==> config.mk <==
export PLATFORM = sky130hd
export DESIGN_NAME = boot_byte_loader
export DESIGN_NICKNAME = d
export VERILOG_FILES = /design/src/rtl/boot_byte_loader.sv
export SDC_FILE = /design/constraint.sdc
export NUM_CORES = 1
export LEC_CHECK = 0
export ABC_AREA = 0
export CAP_MARGIN = 10
export CORE_MARGIN = 4
export CORE_UTILIZATION = 50
export CTS_BUF_LIST = sky130_fd_sc_hd__clkbuf_4 sky130_fd_sc_hd__clkbuf_8
export DETAILED_ROUTE_END_ITERATION = 7
export PLACE_DENSITY = 0.76
export REMOVE_ABC_BUFFERS = 1
export SYNTH_ARGS = -nofsm -noshare
export SYNTH_HDL_FRONTEND = slang
export SYNTH_SLANG_ARGS = --single-unit
==> constraint.sdc <==
create_clock -name clk -period 2.93 [get_ports clk]
set_clock_uncertainty 0.2 [all_clocks]
set_input_delay 0.879 -clock clk [delete_from_list [all_inputs] [get_ports clk]]
set_output_delay 0.879 -clock clk [all_outputs]
set_load 0.02 [all_outputs]
==> src/rtl/boot_byte_loader.sv <==
// boot_byte_loader: parses framed UART load commands and writes little-endian words to memory
module boot_byte_loader #(
  parameter int clk_frequency = 50000000,
  parameter int baud_rate = 57600,
  parameter int timeout_symbols = 16,
  parameter logic [7:0] sync_byte = 8'hA5
) (
  input  logic        clk,
  input  logic        reset_n,
  input  logic        byte_valid,
  input  logic [7:0]  byte_data,
  output logic        mem_we,
  output logic [31:0] mem_addr,
  output logic [31:0] mem_wdata,
  input  logic        mem_ready,
  output logic        busy,
  output logic        load_done,
  output logic        load_error,
  output logic        overrun
);
  localparam int timeout_cycles = (clk_frequency / baud_rate) * timeout_symbols;
  localparam int tw = $clog2(timeout_cycles + 1);
  localparam logic [tw-1:0] tmax = tw'(timeout_cycles - 1);
  localparam logic [2:0] s_idle = 3'd0, s_addr = 3'd1, s_len = 3'd2, s_data = 3'd3,
                         s_write = 3'd4, s_csum = 3'd5;
  logic [2:0]    state;
  logic [31:0]   addr, word;
  logic [15:0]   cnt;
  logic [1:0]    bcnt;
  logic [7:0]    csum;
  logic [tw-1:0] tcnt;
  assign mem_addr = addr;
  assign mem_wdata = word;
  assign busy = state != s_idle;
  always_ff @(posedge clk or negedge reset_n) begin
    if (!reset_n) begin
      state <= s_idle;
      addr <= '0;
      word <= '0;
      cnt <= '0;
      bcnt <= '0;
      csum <= '0;
      tcnt <= '0;
      mem_we <= 1'b0;
      load_done <= 1'b0;
      load_error <= 1'b0;
      overrun <= 1'b0;
    end else begin
      load_done <= 1'b0;
      tcnt <= (byte_valid || state == s_idle || state == s_write) ? '0 : tcnt + 1'b1;
      if (state == s_write) begin
        // a byte landing while the write is pending is dropped, not checksummed
        if (byte_valid) begin
          overrun <= 1'b1;
          load_error <= 1'b1;
        end
        if (mem_ready) begin
          mem_we <= 1'b0;
          addr <= addr + 32'd4;
          cnt <= cnt - 16'd1;
          state <= (cnt == 16'd1) ? s_csum : s_data;
        end
      end else if (byte_valid) begin
        csum <= csum + byte_data;
        bcnt <= bcnt + 2'd1;
        case (state)
          s_idle: begin
            if (byte_data == sync_byte) begin
              state <= s_addr;
              load_error <= 1'b0;
              overrun <= 1'b0;
            end
            csum <= '0;
            bcnt <= '0;
          end
          s_addr: begin
            addr <= {byte_data, addr[31:8]};
            if (bcnt == 2'd3) state <= s_len;
          end
          s_len: begin
            cnt <= {byte_data, cnt[15:8]};
            if (bcnt[0]) begin
              bcnt <= '0;
              state <= ({byte_data, cnt[15:8]} == 16'd0) ? s_csum : s_data;
            end
          end
          s_data: begin
            word <= {byte_data, word[31:8]};
            if (bcnt == 2'd3) begin
              state <= s_write;
              mem_we <= 1'b1;
            end
          end
          s_csum: begin
            state <= s_idle;
            if (csum + byte_data == 8'd0) load_done <= 1'b1;
            else load_error <= 1'b1;
          end
          default: state <= s_idle;
        endcase
      end else if (state != s_idle && tcnt == tmax) begin
        state <= s_idle;
        load_error <= 1'b1;
      end
    end
  end
endmodule

Yosys cells after proc, flatten, opt, wreduce, memory -nomap -nowiden
Cells that the tools add are included.

storage, ports and cells
  register bits after elaboration = 111
  input bits = 12
  output and inout port bits = 69
  word-level logic and storage cells = 100

operators by class
  add/subtract/negate cells = 5
  equal/unequal tests = 17
  mux-type cells = 42
  bitwise logic cells = 1
  reductions and logical operators = 24

operators by type and width
  operator                                             number
  two-way mux 32 bit                                   4
  two-way mux 16 bit                                   4
  adder 32 x 3 -> 32 bit (second input constant)       1
  two-way mux 3 bit                                    10
  two-way mux 1 bit                                    18
  == test 16 x 1 -> 1 bit (second input constant)      1
  logical NOT 16 bit                                   1
  != test 4 bit (second input constant)                4
  nonzero test 2 bit                                   8
  subtractor 16 x 1 -> 16 bit (second input constant)  1
  adder 14 x 1 -> 14 bit (second input constant)       1
  == test 14 bit (second input constant)               1
  two-way mux 14 bit                                   1
  one-hot mux 3 bit (4 select lines)                   1
  AND reduction 3 bit                                  4
  adder 8 bit                                          1
  == test 8 bit (second input constant)                1
  logical NOT 8 bit                                    1
  two-way mux 8 bit                                    1
  == test 3 x 2 -> 1 bit (second input constant)       2
  == test 3 bit (second input constant)                2
  AND reduction 6 bit                                  1
  nonzero test 3 bit                                   2
  AND reduction 5 bit                                  1
  other kinds (15)                                     17

Longest topological paths before layout
  word-level depth = 6
  mapped depth = 9
  depth with buffers taken out = 8

Worst setup path before layout
No wires, ideal clock.

  path type = input to register
  start point = input byte_data[0]
  end point = register load_error
  arrival = 2629 ps
  data required time = 2611 ps
  setup slack = -17 ps
  cell stages on the path = 8
  path buffers = 0
  cell sequence = ha_1 > fa_1 > xnor2_1 > nand4b_1 > or3_1 > nor4_1 > a31oi_1 > o21a_1

on the way
  cells in the longest elaborated chain, start to end = 4
  elaborated cells on any way between the ends = 6

ends and longest elaborated chain
  what                             line  text
  from (decl)                      11    input logic [7:0] byte_data,
  adder 8 bit                      96    if (csum + byte_data == 8'd0) load_done <= 1'b1;
  logical NOT 8 bit                96
  != test 4 bit (no line)          n/a
  AND reduction 5 bit (no line) *  n/a
  to (signal assigned)             70    load_error <= 1'b0;
  to (signal assigned)             97    else load_error <= 1'b1;
  to (signal assigned)             103   load_error <= 1'b1;
  to (decl)                        18    output logic load_error,

Every way passes the cells marked *; elsewhere a longest branch is shown, timed or not.
A chain may end at the register's enable or synchronous reset.

Final worst setup path
Same ends and word-level chain as after synthesis.

==> out/results.txt <==
Status -> finished, final reports clean
Number of buffers added on ports -> 80
Max-slew headroom -> 49.27%
Pwr/cell area -> 1035 mW/mm²
Mean Syn Cell Area -> 8.548 µm²
R2r setup slk -> 0.43 ns
Pwr Total -> 0.007586 W
Post-layout min period -> 2.815 ns
Top_reg_cell synth -> dfrtp_1
Setup-failing EPs final -> 0
Setup crit start kind -> input port
P_leak -> 3.195 nW
Share of cells above drive strength 1 -> 10.47%
CP Capture Type -> flop
Die width -> 116.7 µm
Ys async rst share -> 100.0%
Crit-path cells -> dlygate4sd2_1 -> ha_2 -> fa_2 -> xnor2_2 -> nand4b_1 -> or3_1 -> nor4_4 -> a31oi_1 -> o21a_1
CP max-delay cell -> or3_1
Initial core utilization -> 51.51%
Vias in the first global route -> 5216
Final period util -> 96.07%
First drt pass iteration count -> 5
Cells after DPL -> 919
Top-Level Pins -> 81
Maximum VDD drop -> 0.0006364 V
Total wire length -> 15.27 mm
Clock latency on the worst-skew pair -> 0.39 ns
DIE HEIGHT -> 116.7 µm
Die ar. -> 0.01362 mm²
WP depth -> 9
First-pass GRT wire length -> 25.57 mm
CP Data Required Time -> 3.02 ns
DR vias/cell -> 5.933
DRC violations left -> 0
Synth area leader -> dfrtp_1
RSZ-0062 raised after global routing -> false
CTS H-tree depth -> 3
Total global-route track usage -> 23.43%
Synth top area share -> 47.02%
Reg-to-reg endpoint -> load_error$_DFFE_PN0P_
Setup CP Type -> in -> reg
Post-DRT Antenna Nets -> 0
Final #Nets -> 814
Reg2Reg Launch Point -> csum[0]$_DFFE_PN0P_
Clock-pin slew on the worst setup and hold paths -> 0.11 ns
Crit path to -> load_error$_DFFE_PN0P_
Root Buffer -> clkbuf_8
Fin cells -> 936
Yosys Warn Count -> 0
Worst path max stage delay -> 0.43 ns
Num CTS Buffers -> 9
Worst Path Buf+Inv -> 1
Area Overhead vs Synth -> 24.06%
Max Cap Viol -> 0
HP Class -> in -> async
Mapped Area -> 0.005907 mm²
Post-Syn Instances -> 691
Post-DP HPWL -> 10.68 mm
Clk buf depth -> 2
Placer Congestion -> 0.9334
Top delay family on crit path -> simple AND/OR/NAND/NOR gates
Largest net degree at the start of global routing -> 50
Hold_buf cts -> 0
CTS tree -> yes
Most common cell in the netlist -> nand2_1
Sequential fraction of the synthesis area -> 47.02%
Netlist cell types -> 59
Worst Reg2Reg Path Length in Cells -> 8
Final Max Slew Viols -> 0
Peak Freq -> 0.3553 GHz
Synthesized flop and latch total -> 111
Post-synth EDFFs -> 0
Core Region -> 0.01147 mm²
Slew @ Worst Pin -> 0.7529 ns
Arr. time, crit path -> 2.91 ns
Initial antenna violation count -> 0
Via count -> 5553
Ant. Diodes -> 0
CP startpoint -> byte_data[0]
Sink Count -> 111
Crit Path Max Fanout -> 2
Core Rows -> 39
Initial drt markers -> 461
Final Hold Viols -> 0
Total grt overflow -> 0
Top cells by area, synth -> dfrtp_1 (47%), nand2_1 (9.8%), a21oi_1 (5.8%)
Fillers -> 968
Routed len/inst -> 16.32 µm
Commonest cells post-synth -> nand2_1 (154), dfrtp_1 (111), a21oi_1 (68), nor2_1 (60), o21ai_0 (42)
final cells by class:
type | instances | area (µm²) | share of cell area, %
well taps | 143 | 178.9 | 2.442
clock buffers | 9 | 123.9 | 1.690
inverters | 9 | 33.78 | 0.4610
repair buffers | 122 | 1164 | 15.88
flip-flops and latches | 111 | 2778 | 37.90
clock inverters | 7 | 72.57 | 0.9903
multi-input cells | 535 | 2978 | 40.64
sequential cells by signal, indices dropped and copies added, names as in the netlist, 2 cells and up:
signal,flops
bcnt,2
cnt,16
csum,8
mem_addr,32
mem_wdata,32
state,3
tcnt,14
what timing repair did:
item,CTS,global route
setup buffers,1,0
pin swaps,5,0
endpoints found under the setup margin,2,1
gates resized for setup,9,3
where the power goes:
| group | leakage (nW) | switching [W] | total (W) | internal, W |
|---|---|---|---|---|
| Clock | 0.0956 | 0.000545 | 0.000942 | 0.000397 |
| Sequential | 1.38 | 0.000682 | 0.00283 | 0.00215 |
| Combinational | 1.72 | 0.00207 | 0.00381 | 0.00174 |
| Total | 3.20 | 0.00330 | 0.00759 | 0.00428 |
worst min-delay path by stage:
| stage | end | slack, ns | cells after the start |
|---|---|---|---|
| global placement | mem_wdata[7]$_DFFE_PN0P_ | 0.26 | 2 |
| global route | mem_wdata[1]$_DFFE_PN0P_ | 0.32 | 1 |
| CTS | csum[0]$_DFFE_PN0P_ | 0.29 | 1 |
| floorplan | tcnt[0]$_DFF_PN0_ | 0.25 | 1 |
| detailed placement | mem_wdata[3]$_DFFE_PN0P_ | 0.26 | 2 |
| finish | mem_wdata[1]$_DFFE_PN0P_ | 0.28 | 1 |
cells in the final DEF, fill, tap and decap left out, types with 10 or more instances in the layout:
| master | instances |
|---|---|
| a31oi_1 | 10 |
| nand3_1 | 26 |
| a21oi_1 | 67 |
| ha_1 | 11 |
| nor3_1 | 13 |
| and3_1 | 15 |
| o21ai_0 | 42 |
| nor2_1 | 60 |
| clkdlybuf4s50_1 | 76 |
| o22ai_1 | 20 |
| dfrtp_1 | 111 |
| nand2_1 | 154 |
| xor2_1 | 10 |
| buf_4 | 39 |
routing by layer:
layer | part of all wire (%) | up-vias | track usage, %
li1 | - | 2637 | -
met1 | 45 | 2681 | 33.70
met2 | 46 | 209 | 36.03
met3 | 7.6 | 26 | 4.819
met4 | 1.7 | 0 | 6.881
met5 | 0 | - | 0
worst register-to-register path, cell delays in order, from the launching register on:
cell and delay (ns):
dfrtp_1 0.41, ha_2 0.21, fa_2 0.39, xnor2_2 0.16, nand4b_1 0.13, or3_1 0.43
nor4_4 0.17, a31oi_1 0.12, o21a_1 0.18
logic make-up (layout without fill, tap and decap cells):
kind of cell             after synthesis  in the layout  share of synthesized area, %
multiplexers                           2              2                        0.3812
buffers and inverters                 45            147                         3.410
adder cells (fa/ha/maj)               14             14                         3.093
AND/OR/NAND/NOR                      315            315                         24.57
flip-flops                           111            111                         47.02
XOR/XNOR                              17             17                         2.521
AO/OA/AOI/OAI                        187            187                         19.00
through the flow:
| stage | hold WS, ns | area (µm²) | worst slack [ns] | setup TNS, ns | util (%) |
|---|---|---|---|---|---|
| 3_3_place_gp | 0.2564 | 7079 | -0.6884 | -2.487 | 61.73 |
| 5_1_grt | 0.3157 | 7328 | 0.01861 | 0 | 63.91 |
| 6_report | 0.2828 | 7328 | 0.1151 | 0 | 63.91 |
| 2_1_floorplan | 0.2473 | 5739 | -0.2627 | -2.682 | - |
| 3_5_place_dp | 0.2622 | 7079 | -0.7785 | -3.165 | 61.73 |
| 4_1_cts | 0.2871 | 7315 | 0.03415 | 0 | 63.79 |
(Power assumes the default switching activity.)
